`src/rtl/gp_cmd_scheduler.sv`:
```
// Queues CPU stores of GP frame/code and issues them to the graphics processor one at a
// time over a valid/done handshake, optionally requesting a pixel-feeder flip on completion.
module gp_cmd_scheduler #(
  parameter int DEPTH     = 4,
  parameter int LOG_DEPTH = 2
) (
  input  logic                 Clk,
  input  logic                 Reset,
  input  logic                 CmdWrite,
  input  logic [31:0]          CmdFrame,
  input  logic [31:0]          CmdCode,
  input  logic                 CmdFlip,
  input  logic                 Flush,
  output logic                 CmdReady,
  output logic [LOG_DEPTH:0]   Count,
  output logic                 Busy,
  output logic [7:0]           DropCount,
  output logic [31:0]          gpFrame,
  output logic [31:0]          gpCode,
  output logic                 gpValid,
  input  logic                 gpDone,
  output logic                 FlipReq
);

  typedef struct packed {
    logic        flip;
    logic [31:0] frame;
    logic [31:0] code;
  } cmdEntry_t;

  typedef enum logic [1:0] {
    IDLE  = 2'd0,
    ISSUE = 2'd1,
    WAIT  = 2'd2
  } state_t;

  localparam logic [LOG_DEPTH-1:0] PTR_ONE   = LOG_DEPTH'(1);
  localparam logic [LOG_DEPTH:0]   COUNT_ONE = (LOG_DEPTH + 1)'(1);
  localparam logic [LOG_DEPTH:0]   COUNT_MAX = (LOG_DEPTH + 1)'(DEPTH);

  cmdEntry_t            mem [DEPTH];
  cmdEntry_t            head;
  logic [LOG_DEPTH-1:0] rdPtr;
  logic [LOG_DEPTH-1:0] wrPtr;
  state_t               state;
  state_t               stateNext;
  logic                 flipPending;
  logic                 full;
  logic                 pop;
  logic                 push;
  logic                 drop;

  assign full     = (Count == COUNT_MAX);
  assign CmdReady = !full;
  assign head     = mem[rdPtr];

  // A pop frees a slot on the same edge, so a push into a full FIFO still fits then.
  assign push = CmdWrite && !Flush && (!full || pop);
  assign drop = CmdWrite && !Flush && full && !pop;

  // NOTE: every signal driven here gets a default first, so no path can infer a latch.
  always_comb begin
    stateNext = state;
    pop       = 1'b0;
    unique case (state)
      IDLE: begin
        if (Count != '0) begin
          pop       = 1'b1;
          stateNext = ISSUE;
        end
      end
      ISSUE:   stateNext = WAIT;
      WAIT:    if (gpDone) stateNext = IDLE;
      default: stateNext = IDLE;
    endcase
  end

  // NOTE: the storage array has no reset; Count and the pointers alone decide validity.
  always_ff @(posedge Clk) begin
    if (push) begin
      mem[wrPtr] <= '{flip: CmdFlip, frame: CmdFrame, code: CmdCode};
    end
  end

  // NOTE: sequential state uses non-blocking assignments so every register samples pre-edge values.
  always_ff @(posedge Clk) begin
    if (Reset) begin
      rdPtr     <= '0;
      wrPtr     <= '0;
      Count     <= '0;
      DropCount <= '0;
    end else begin
      if (Flush) begin
        rdPtr <= wrPtr;
        Count <= '0;
      end else begin
        if (push) wrPtr <= wrPtr + PTR_ONE;
        if (pop)  rdPtr <= rdPtr + PTR_ONE;
        if (push && !pop)      Count <= Count + COUNT_ONE;
        else if (pop && !push) Count <= Count - COUNT_ONE;
      end
      if (drop && (DropCount != 8'hFF)) begin
        DropCount <= DropCount + 8'd1;
      end
    end
  end

  always_ff @(posedge Clk) begin
    if (Reset) begin
      state       <= IDLE;
      gpFrame     <= '0;
      gpCode      <= '0;
      gpValid     <= 1'b0;
      FlipReq     <= 1'b0;
      flipPending <= 1'b0;
      Busy        <= 1'b0;
    end else begin
      state   <= stateNext;
      gpValid <= pop;
      Busy    <= (stateNext != IDLE);
      FlipReq <= (state == WAIT) && gpDone && flipPending;
      if (pop) begin
        gpFrame     <= head.frame;
        gpCode      <= head.code;
        flipPending <= head.flip;
      end
    end
  end

endmodule

```
`config.mk`:
```
export PLATFORM = sky130hd
export DESIGN_NAME = gp_cmd_scheduler
export DESIGN_NICKNAME = d
export VERILOG_FILES = /design/src/rtl/gp_cmd_scheduler.sv
export SDC_FILE = /design/constraint.sdc
export NUM_CORES = 1
export LEC_CHECK = 0
export BUFFER_PORTS_ARGS = -buffer_cell sky130_fd_sc_hd__buf_4
export CAP_MARGIN = 40
export CORE_MARGIN = 8
export CORE_UTILIZATION = 30
export DETAILED_ROUTE_END_ITERATION = 7
export PLACE_DENSITY = 0.48
export SLEW_MARGIN = 5
export SYNTH_ARGS = -nofsm -noshare
export SYNTH_HDL_FRONTEND = slang
export SYNTH_SLANG_ARGS = --single-unit
```
`constraint.sdc`:
```
create_clock -name Clk -period 4.5 [get_ports Clk]
set_input_delay 0 -clock Clk [delete_from_list [all_inputs] [get_ports Clk]]
set_output_delay 0 -clock Clk [all_outputs]
set_load 0.01 [all_outputs]
```
[Word level (Yosys, flattened, before mapping)]
Memory sizes are Yosys's and may differ from the RTL's. A register that Yosys moved wholly into a read port is not among the register bits.
Index checks and enable logic that the tools add are counted.
Word-level totals
  logic and storage cells: 51
  memories kept: 1
  flip-flop bits (word level): 20
  bits of input ports: 70
  bits in writable memories: 260
Cells by class
  equality and inequality tests: 4
  bitwise logic cells: 1
  reduce and logical (&&, ||, !) cells: 21
  multiplexer cells: 11
  add/subtract/negate cells: 5
Memories
  mem: depth 4, bits a word 65, read ports 1, clocked after memory_dff 1, wr ports 1, RTL line 41  | cmdEntry_t mem [DEPTH];
Operators by type and width (count)
  logical AND 1 bit: 9
  adder 8 x 1 -> 8 bit (second input constant): 1
  2-to-1 mux 2 bit: 4
  != test 8 bit (second input constant): 1
  2-to-1 mux 3 bit: 2
  case mux 2 bit (3 select lines): 1
  nonzero test 2 bit: 3
  adder 2 x 1 -> 2 bit (second input constant): 2
  logical NOT 1 bit: 4
  2-to-1 mux 1 bit: 4
  adder 3 x 1 -> 3 bit (second input constant): 1
  equality test 3 bit (second input constant): 1
  nonzero test 3 bit: 1
  subtractor 3 x 1 -> 3 bit (second input constant): 1
  equality test 2 x 1 -> 1 bit (second input constant): 1
  equality test 2 bit (second input constant): 1
  logical NOT 2 bit: 1
  AND reduction 2 bit: 1
  OR reduction 2 bit: 1
  logical OR 1 bit: 1
  NOT 1 bit: 1

[Logic depth before layout (Yosys ltp)]
Gate-level depths: netlist of the first run.
  word-level depth: 9
  mapped depth: 11
  gate-level depth less buffers: 10

[Worst setup path after synthesis of the first run]
No wires, ideal clock.
  kind: register to register
  start point: register Count[0]
  end point: memory mem[0][0] in the netlist's numbering (enable)
  slack: 1.461 ns
  library setup time: 0.430 ns
  stages on the path, launching flop included: 5
  required time: 4.070 ns
  data arrival time: 2.609 ns
  path buffers: 1
  period minus slack after synthesis: 3.039 ns
  path through: dfxtp_1 -> or3b_1 -> o21ba_2 -> clkbuf_1 -> and2_1
RTL lines
  start, declared: RTL line 15  | output logic [LOG_DEPTH:0] Count,
  start signal, assigned: RTL line 99  | if (push && !pop) Count <= Count + COUNT_ONE;
  start signal, assigned: RTL line 100  | else if (pop && !push) Count <= Count - COUNT_ONE;
  equality test 3 bit: RTL line 53  | assign full = (Count == COUNT_MAX);
  logical NOT 1 bit
  via CmdReady: RTL line 14  | output logic CmdReady,
  logical OR 1 bit: RTL line 58  | assign push = CmdWrite && !Flush && (!full || pop);
  logical AND 1 bit: RTL line 58
  2-to-1 mux 1 bit: RTL line 80  | if (push) begin
  2-to-1 mux 1 bit (implied by the code): RTL line 81  | mem[wrPtr] <= '{flip: CmdFlip, frame: CmdFrame, code: CmdCode};
  end, declared: RTL line 41
The timed path passes the listed nets, and every way through them passes these cells.

[Worst setup path after layout of the first run]
  start point: register Count[0]
  end point: memory mem[2][54] in the netlist's numbering (enable)
On the way
  longest elaborated chain between the ends: 7
Ends and longest elaborated chain
  nonzero test 3 bit: RTL line 67  | if (Count != '0) begin
  2-to-1 mux 1 bit: RTL line 67
  2-to-1 mux 1 bit: RTL line 65  | unique case (state)
  logical OR 1 bit *: RTL line 58
  logical AND 1 bit *: RTL line 58
  2-to-1 mux 1 bit *: RTL line 80
  2-to-1 mux 1 bit (implied by the code) *: RTL line 81
Mark *: on every way between the ends. The rest lies on a longest branch, timed or not.

==> results.ini, run 1 <==
[placement]
dp_slack_ns = 2.08
dpl_cell_area_um2 = 14300
gp_congestion = 0.694
hpwl_mm = 16.6
io_buffers = 148

[floorplan]
core-area_um2 = 41600
io_pins = 149
rows = 75
die_w_um = 220
die_h_um = 220
start_util_pct = 30.1
die_area_um2 = 48500

[route]
drtPass1Iterations = 4
drt_iter0_drc = 407
drc_errors = 0
wire_per_inst_um = 18.8
vias = 6903
wl_mm = 28.8
antenna_left = 0
vias_per_cell = 4.51

[global_route]
grt_pass1_wl_mm = 43.9
grt_max_degree = 52
grt_pass1_vias = 7281
track_usage_pct = 12.0
grt_overflow = 0
grt_antenna_before_repair = 2

[layout]
drive_above_1_share_pct = 30.0
fin_nets = 1038
multiInputGateArea_um2 = 2830
areaGrowthSynthToFinish_pct = 30.7
final_area_um2 = 16400
n_fill_cell = 3891
seq_area_um2 = 9520

[power_and_ir_drop]
sequentialPowerShare_pct = 44.2
internal-power_mw = 6.45
power_mw = 8.80
p_per_area_nw_per_um2 = 538
irDropWorstVdd_v = 0.000290
switching_power_mw = 2.35
p_comb_share_pct = 18.8
leakage_nw = 5.60
power.share.clock_pct = 37.0
swShare_pct = 26.7

[worst_setup_path]
path_max_fanout = 47
arrival_ns = 2.59
critPathCaptureType = flop
worstPathRequired_ns = 4.71
critical_path_class = reg -> reg
worst_setup_path_start_kind = flop

[yosys]
yosysSeqAreaShare_pct = 76.0
syn_area_per_cell_um2 = 17.1
syn_nets = 807
synthCells = 730
syn-cell-area_um2 = 12500
ys_ff_latch = 345
synth_cell_types = 38
ys_warn_count = 0
synth_area_leader_cell = edfxtp_1
synth_top_area_share_pct = 62.4
synthTopCellsByArea = edfxtp_1 62%, dfxtp_1 14%, mux4_2 12%

[status]
run_status = complete, no violations

[timing]
tightest_slew_ns = 0.823
slew-limit-headroom_pct = 45.1
setup_violations = 0
hold_viol = 0
finClkSkew_ns = 0.0108
fin_setup_tns_ns = 0
min_period_over_period_pct = 52.9
finalCriticalPeriod_ns = 2.38
fin_ws_ns = 2.12
max_freq_mhz = 420
final_max_slew_viol_count = 0
rsz0062_at_grt = false

[clocking]
path_clk_slew_ns = 0.06
clkLatencyLatePin_ns = 0.54
cts_tree = built
cts_sinks = 345
numCtsBuffers = 40
cts_buffer_depth = 3
h-tree-depth = 2
cts_root_buffer = clkbuf_16
cts_resized = 0

[job]
cap_violations = 0

[worst_hold_path]
worstHoldPathType = in -> reg

-- sequential cells by signal (all words and copies together) (netlist names) --
| register | flops |
|---|---|
| FlipReq | 1 |
| gpCode | 32 |
| Count | 3 |
| flipPending | 1 |
| mem | 260 |
| gpValid | 1 |
| wrPtr | 2 |
| Busy | 1 |
| rdPtr | 2 |
| gpFrame | 32 |
| state | 2 |
| DropCount | 8 |
-- through the flow --
stage	hold slack (ns)	instances	util (%)
2_1_floorplan	0.0887	730	-
3_3_place_gp	0.203	1385	34.3
3_5_place_dp	0.205	1389	34.5
4_1_cts	0.0566	1529	39.3
5_1_grt	0.117	1530	39.3
6_report	0.0885	1530	39.3
-- critical path: stages, from the launching register on --
cell and delay, ns:
dfxtp_1 0.44, or3b_1 0.19, o21ba_2 0.26, and2_4 0.72
buf_4 0.43
-- cell usage after synthesis (all sizes together) --
| master | n |
|---|---|
| ha | 6 |
| nor2b | 1 |
| o21ba | 1 |
| nor2 | 11 |
| a211oi | 1 |
| nand4 | 2 |
| o21a | 1 |
| o311ai | 1 |
| buf | 14 |
| nand2b | 1 |
| a2111oi | 1 |
| clkbuf | 29 |
| edfxtp | 260 |
| nand3 | 2 |
| a21oi | 73 |
| and2 | 5 |
| dfxtp | 85 |
| mux2 | 1 |
| nor4 | 1 |
| and4b | 1 |
| xor2 | 2 |
| or3 | 3 |
| o31ai | 3 |
| nand2 | 132 |
| mux2i | 3 |
| or3b | 2 |
| fa | 1 |
| inv | 6 |
| nor3 | 5 |
| or4 | 3 |
| mux4 | 65 |
| nand4b | 1 |
| o41ai | 2 |
| o21ai | 2 |
| xnor2 | 3 |
-- final timing paths --
check,startpoint,end,slack [ns],cells after the start
hold / removal,CmdWrite,wrPtr[0]$_SDFFE_PP0P_,0.09,5
hold reg to reg,gpCode[9]$_SDFFE_PP0P_,gpCode[9]$_SDFFE_PP0P_,0.45,2
setup reg to reg,Count[0]$_SDFFE_PP0P_,mem[2][54]$_DFFE_PP_,2.12,4
setup / recovery,Count[0]$_SDFFE_PP0P_,mem[2][54]$_DFFE_PP_,2.12,4
-- final cells by class --
class / instances / area share [%]
well taps: 539 / 4.12
inverters: 6 / 0.145
repair buffers: 232 / 12.1
flip-flops and latches: 345 / 58.2
diodes: 1 / 0.0153
clock inverters: 17 / 1.32
clock buffers: 54 / 6.76
multi-input cells: 336 / 17.3
-- logic make-up (layout without fill, tap and decap cells) --
family / Yosys count / after routing / synth area share, %
simple gates: 170 / 170 / 5.69
other cells: 0 / 1 / 0
flops: 345 / 345 / 76.0
buf+inv: 49 / 309 / 1.53
compound gates: 85 / 85 / 3.66
mux: 69 / 69 / 12.0
xor+xnor: 5 / 5 / 0.350
fa+ha+maj: 7 / 7 / 0.760
-- power by group through the flow --
| stage | Clock [mW] | Sequential [mW] | Combinational [mW] |
|---|---|---|---|
| 2_1_floorplan | 0 | 3.99 | 0.795 |
| 3_3_place_gp | 0 | 3.98 | 1.58 |
| 3_5_place_dp | 0 | 3.97 | 1.66 |
| 4_1_cts | 3.37 | 3.90 | 1.71 |
| 5_1_grt | 3.49 | 3.94 | 1.83 |
| 6_report | 3.26 | 3.89 | 1.66 |
-- timing repair --
item	in CTS	in global routing
hold buffers	69	0
buffers inserted	0	0
endpoints found under the hold margin	290	0
-- metal layers --
| layer | routed length (um) | up-vias | global-route usage (%) |
|---|---|---|---|
| li1 | - | 3247 | - |
| met1 | 13200 | 3479 | 15.8 |
| met2 | 13500 | 133 | 19.0 |
| met3 | 1490 | 42 | 3.24 |
| met4 | 568 | 2 | 3.74 |
| met5 | 13 | - | 0 |
-- cells in the final DEF (no fill, tap or decap), types with 4 or more instances in the layout --
| cell | Yosys | layout |
|---|---|---|
| clkbuf_16 | 0 | 41 |
| clkinv_2 | 0 | 8 |
| mux4_2 | 65 | 65 |
| nor2_1 | 11 | 11 |
| clkbuf_1 | 28 | 10 |
| a21oi_1 | 73 | 73 |
| buf_12 | 0 | 4 |
| edfxtp_1 | 260 | 260 |
| dlygate4sd3_1 | 0 | 69 |
| buf_4 | 0 | 158 |
| dfxtp_1 | 85 | 83 |
| bufinv_16 | 0 | 5 |
| nor3_1 | 5 | 4 |
| and2_4 | 0 | 4 |
| ha_1 | 6 | 6 |
| nand2_1 | 132 | 132 |
| inv_1 | 5 | 5 |
Note: power is estimated with default switching activity, not from simulation.
==> inputs of run 2 (changes only) <==
Clock period 4.5 ns to 2.43 ns, I/O delays scaled along.
==> results.ini, run 2 (synthesis gave the netlist of run 1 again) <==
[clocking]
cts_tree = built  ; unchanged
path_clk_slew_ns = 0.06  ; about the same
numCtsBuffers = 40  ; unchanged
h-tree-depth = 2  ; unchanged
cts_buffer_depth = 3  ; unchanged
clkLatencyLatePin_ns = 0.55  ; was 0.54 ns
cts_sinks = 345  ; unchanged
cts_root_buffer = clkbuf_16  ; unchanged
post_cts_buffers = 0  ; unchanged

[layout]
instances_no_fill = 1537  ; was 1530
regMostFlops = mem  ; unchanged
areaGrowthSynthToFinish_pct = 31.6  ; was 30.7%
mostFrequentLayoutCell = edfxtp_1  ; unchanged
largest_reg_flops = 260  ; unchanged
drive_above_1_share_pct = 30.7  ; was 30.0%
fin_nets = 1044  ; was 1038
layout_common_cells = 260 x edfxtp_1, 155 x buf_4, 132 x nand2_1  ; was 260 x edfxtp_1, 158 x buf_4, 132 x nand2_1
utilization_pct = 39.6  ; was 39.3%
reg_top3 = mem x260, gpCode x32, gpFrame x32  ; unchanged

[floorplan]
core-area_um2 = 41600  ; unchanged
rows = 75  ; unchanged
die_w_um = 220  ; unchanged
die_area_um2 = 48500  ; unchanged
start_util_pct = 30.1  ; unchanged
die_h_um = 220  ; unchanged
io_pins = 149  ; unchanged

[route]
drc_errors = 0  ; unchanged
antenna_left = 0  ; unchanged
vias_per_cell = 4.53  ; was 4.51
drt_iter0_drc = 339  ; was 407
drtPass1Iterations = 4  ; unchanged
wl_mm = 29.0  ; was 28.8 mm
wire_per_inst_um = 18.8  ; about the same
vias = 6956  ; was 6903

[power_and_ir_drop]
power_mw = 16.1  ; was 8.80 mW
p_per_area_nw_per_um2 = 976  ; was 538 nW/um2
leakage_nw = 5.63  ; was 5.60 nW
irDropWorstVdd_v = 0.000652  ; was 0.000290 V

[global_route]
track_usage_pct = 12.1  ; was 12.0%
grt_max_degree = 68  ; was 52
grt_overflow = 0  ; unchanged
grt_pass1_vias = 7453  ; was 7281
grt_pass1_wl_mm = 44.5  ; was 43.9 mm
grt_antenna_before_repair = 1  ; was 2

[job]
cap_violations = 0  ; unchanged

[worst_setup_path]
rr_endpoint = Count[2]$_SDFFE_PP0P_  ; was mem[2][54]$_DFFE_PP_
critPathCaptureType = flop  ; unchanged
reg2reg_slack_ns = 0.29  ; was 2.12 ns
critical_path_class = reg -> reg  ; unchanged
critPathLaunch = Count[0]$_SDFFE_PP0P_  ; unchanged
worst_setup_path_start_kind = flop  ; unchanged
path_max_fanout = 7  ; was 47
worstPathRequired_ns = 2.82  ; was 4.71 ns
arrival_ns = 2.53  ; was 2.59 ns
rr_startpoint = Count[0]$_SDFFE_PP0P_  ; unchanged
r2r_cells = 9  ; was 4

[placement]
io_buffers = 148  ; unchanged
hpwl_mm = 16.9  ; was 16.6 mm
gp_congestion = 0.724  ; was 0.694
dp_cells = 1395  ; was 1389

[timing]
min_period_over_period_pct = 88.1  ; was 52.9%
slew-limit-headroom_pct = 50.8  ; was 45.1%
finClkSkew_ns = 0.0182  ; was 0.0108 ns
finalCriticalPeriod_ns = 2.14  ; was 2.38 ns
max_freq_mhz = 467  ; was 420 MHz
final_max_slew_viol_count = 0  ; unchanged
rsz0062_at_grt = false  ; unchanged
tightest_slew_ns = 0.738  ; was 0.823 ns
fin_setup_tns_ns = 0  ; unchanged
setup_violations = 0  ; unchanged
hold_viol = 0  ; unchanged

[status]
run_status = complete, no violations  ; unchanged

[worst_hold_path]
worstHoldPathCells = 4  ; was 5
hp-start = CmdWrite  ; unchanged
worstHoldPathType = in -> reg  ; unchanged
hold_end = DropCount[6]$_SDFFE_PP0P_  ; was wrPtr[0]$_SDFFE_PP0P_

==> run 2: cell types whose count changed in the layout (fill, tap and decap cells not counted), moves of 2 or more <==
cell / previous run / this run
buf_12: 4 / 13
bufinv_16: 5 / 2
buf_4: 158 / 155
inv_6: 0 / 2
clkinv_2: 8 / 10
==> run 2: stage by stage <==
| stage | instance area, um2 | setup WS [ns] | hold slack, ns |
|---|---|---|---|
| 6_report | 16500 | 0.288 | 0.0841 |
| 5_1_grt | 16500 | 0.0875 | 0.0736 |
| 4_1_cts | 16500 | 0.263 | 0.0501 |
| 3_5_place_dp | 14500 | 0.270 | 0.205 |
| 3_3_place_gp | 14500 | 0.308 | 0.204 |
| 2_1_floorplan | 12500 | 0.0947 | 0.0887 |
==> run 2: power breakdown <==
part	total (mW)	internal, mW	switching, mW
registers	7.23	6.86	0.363
logic	3.06	1.39	1.66
clock network	5.79	3.45	2.34
==> run 2: cell type report <==
cell class / instances / area, um2
diodes: 1 / 2.50
clock buffers: 54 / 1110
clock inverters: 18 / 160
fillers: 3809 / 25100
inverters: 6 / 23.8
multi-input cells: 336 / 2830
flip-flops and latches: 345 / 9520
well taps: 539 / 674
repair buffers: 238 / 2140
==> run 2: worst max-delay path by stage <==
stage	end	slack, ns	depth (start not counted)
detailed placement	DropCount[5]$_SDFFE_PP0P_	0.27	4
global route	Count[2]$_SDFFE_PP0P_	0.09	9
global placement	Count[2]$_SDFFE_PP0P_	0.31	9
finish	Count[2]$_SDFFE_PP0P_	0.29	9
CTS	Count[2]$_SDFFE_PP0P_	0.26	9
floorplan	mem[0][0]$_DFFE_PP_	0.09	4
==> run 2: repair_timing <==
action,4_1_cts,5_1_grt
gates resized for setup,0,0
hold endpoints to repair,272,0
hold buffers,69,0
==> run 2: critical path: stages (launching register included) <==
cell	delay, ns
dfxtp_1	0.43
or3b_1	0.19
o21ba_2	0.26
ha_1	0.21
inv_1	0.06
fa_1	0.37
xor2_1	0.17
nor2_1	0.11
xnor2_1	0.13
nor3_1	0.06
==> run 2: routing by layer <==
| metal | routed length, um | GRT usage, % |
|---|---|---|
| met1 | 13300 | 15.9 |
| met2 | 13600 | 19.5 |
| met3 | 1440 | 2.80 |
| met4 | 612 | 4.25 |
| met5 | 0 | 0 |
==> inputs of run 3 (changes only) <==
Settings changed: REMOVE_ABC_BUFFERS set to 1.
==> results.ini, run 3 (synthesis gave the netlist of run 1 again) <==
[route]
wire_per_inst_um = 18.8  ; about the same
met2_length_mm = 13.4  ; was 13.6 mm
wl_met3_mm = 1.61  ; was 1.44 mm
wl_mm = 28.7  ; was 29.0 mm
wl_met1_mm = 13.2  ; was 13.3 mm
antenna_left = 0  ; unchanged
vias = 6914  ; was 6956
drt_iter0_drc = 309  ; was 339
drtPass1Iterations = 4  ; unchanged
vias_per_cell = 4.52  ; was 4.53
dr.max_layer_used = met5  ; was met4
drc_errors = 0  ; unchanged

[floorplan]
die_w_um = 220  ; unchanged
die_h_um = 220  ; unchanged
core-area_um2 = 41600  ; unchanged
rows = 75  ; unchanged
die_area_um2 = 48500  ; unchanged
start_util_pct = 30.1  ; unchanged
io_pins = 149  ; unchanged

[timing]
hold_viol = 0  ; unchanged
finalCriticalPeriod_ns = 2.25  ; was 2.14 ns
setup_violations = 0  ; unchanged
max_freq_mhz = 445  ; was 467 MHz
final_max_slew_viol_count = 0  ; unchanged
tightest_slew_ns = 0.807  ; was 0.738 ns
rsz0062_at_grt = false  ; unchanged
slew-limit-headroom_pct = 46.2  ; was 50.8%
min_period_over_period_pct = 92.5  ; was 88.1%
finClkSkew_ns = 0.0230  ; was 0.0182 ns

[status]
run_status = complete, no violations  ; unchanged

[clocking]
cts_tree = built  ; unchanged
cts_sinks = 345  ; unchanged
path_clk_slew_ns = 0.06  ; about the same
cts_root_buffer = clkbuf_16  ; unchanged
cts_buffer_depth = 3  ; unchanged
numCtsBuffers = 39  ; was 40
cts_resized = 0  ; unchanged
clkLatencyLatePin_ns = 0.52  ; was 0.55 ns
post_cts_buffers = 0  ; unchanged
postCtsHoldBufs = 68  ; was 69
h-tree-depth = 2  ; unchanged

[worst_setup_path]
critical_path_class = reg -> reg  ; unchanged
arrival_ns = 2.63  ; was 2.53 ns
critPathCaptureType = flop  ; unchanged
path_max_fanout = 15  ; was 7
worst_setup_path_start_kind = flop  ; unchanged
worstPathRequired_ns = 2.81  ; was 2.82 ns
r2r_cells = 4  ; was 9

[job]
cap_violations = 0  ; unchanged

[layout]
reg_top3 = mem x260, gpCode x32, gpFrame x32  ; unchanged
areaGrowthSynthToFinish_pct = 31.0  ; was 31.6%
drive_above_1_share_pct = 29.9  ; was 30.7%
mostFrequentLayoutCell = edfxtp_1  ; unchanged
largest_reg_flops = 260  ; unchanged
layout_common_cells = 260 x edfxtp_1, 156 x buf_4, 132 x nand2_1  ; was 260 x edfxtp_1, 155 x buf_4, 132 x nand2_1
n_antenna_cell = 0  ; was 1
regMostFlops = mem  ; unchanged
fin_nets = 1040  ; was 1044
instances_no_fill = 1531  ; was 1537
n_fill_cell = 3861  ; was 3809

[worst_hold_path]
worstHoldPathCells = 5  ; was 4
worstHoldPathType = in -> reg  ; unchanged

[global_route]
grt_overflow = 0  ; unchanged
grt_max_degree = 70  ; was 68
track_usage_pct = 11.8  ; was 12.1%
grt_pass1_wl_mm = 43.8  ; was 44.5 mm
grt_antenna_before_repair = 1  ; unchanged
grt_pass1_vias = 7347  ; was 7453

[power_and_ir_drop]
irDropWorstVdd_v = 0.000540  ; was 0.000652 V
leakage_nw = 5.60  ; was 5.63 nW
p_per_area_nw_per_um2 = 974  ; was 976 nW/um2
power_mw = 16.0  ; was 16.1 mW

[placement]
dp_cells = 1393  ; was 1395
gp_congestion = 0.702  ; was 0.724
io_buffers = 148  ; unchanged
hpwl_mm = 17.4  ; was 16.9 mm

==> run 3: changes by cell type in the layout (fill, tap and decap cells not counted), moves of 2 or more <==
cell and delta:
clkinvlp_4 -3, clkbuf_1 +2, clkinv_2 -8, clkbuf_8 +6, clkinv_1 +3, buf_12 -2
==> run 3: metal layers <==
| layer | vias to the layer above | track usage, % |
|---|---|---|
| met5 | - | 0 |
| met4 | 2 | 3.00 |
| met3 | 42 | 2.79 |
| met2 | 157 | 18.8 |
| met1 | 3459 | 16.0 |
| li1 | 3254 | - |
==> run 3: layout make-up <==
class	count	area (um2)	area share, %
Multi-Input combinational cell	336	2830	17.3
Clock buffer	61	1180	7.20
Inverter	6	23.8	0.145
Tap cell	539	674	4.11
Sequential cell	345	9520	58.1
Clock inverter	9	97.6	0.595
Timing Repair Buffer	235	2070	12.6
==> run 3: stage by stage <==
stage                     hold WS (ns)  worst slack (ns)  cell area (um2)  util [%]  TNS [ns]
final                            0.128             0.183            16400      39.4         0
after CTS                        0.114             0.175            16400      39.4         0
after global placement           0.204             0.258            14400      34.7         0
after floorplan                 0.0691             -4.24            12300         -   -364.73
after global routing             0.169            0.0769            16400      39.4         0
after detailed placement         0.204             0.180            14400      34.7         0
==> run 3: path summary, 6_finish.rpt <==
check | end | slack, ns | from
hold / removal | wrPtr[0]$_SDFFE_PP0P_ | 0.13 | CmdWrite
setup reg to reg | DropCount[5]$_SDFFE_PP0P_ | 0.18 | Count[0]$_SDFFE_PP0P_
hold reg to reg | gpCode[26]$_SDFFE_PP0P_ | 0.45 | gpCode[26]$_SDFFE_PP0P_
setup / recovery | DropCount[5]$_SDFFE_PP0P_ | 0.18 | Count[0]$_SDFFE_PP0P_
==> run 3: where the power goes <==
group          internal, mW  total, mW  switching (mW)
clock network          3.54       5.77            2.23
logic                  1.34       3.03            1.69
registers              6.86       7.16           0.299
==> run 3: worst max-delay path: stages (launching register included) <==
cell and delay [ns]:
dfxtp_1 0.36, or3b_1 0.43, or3_1 0.58, nor4_1 0.40
mux2_2 0.37
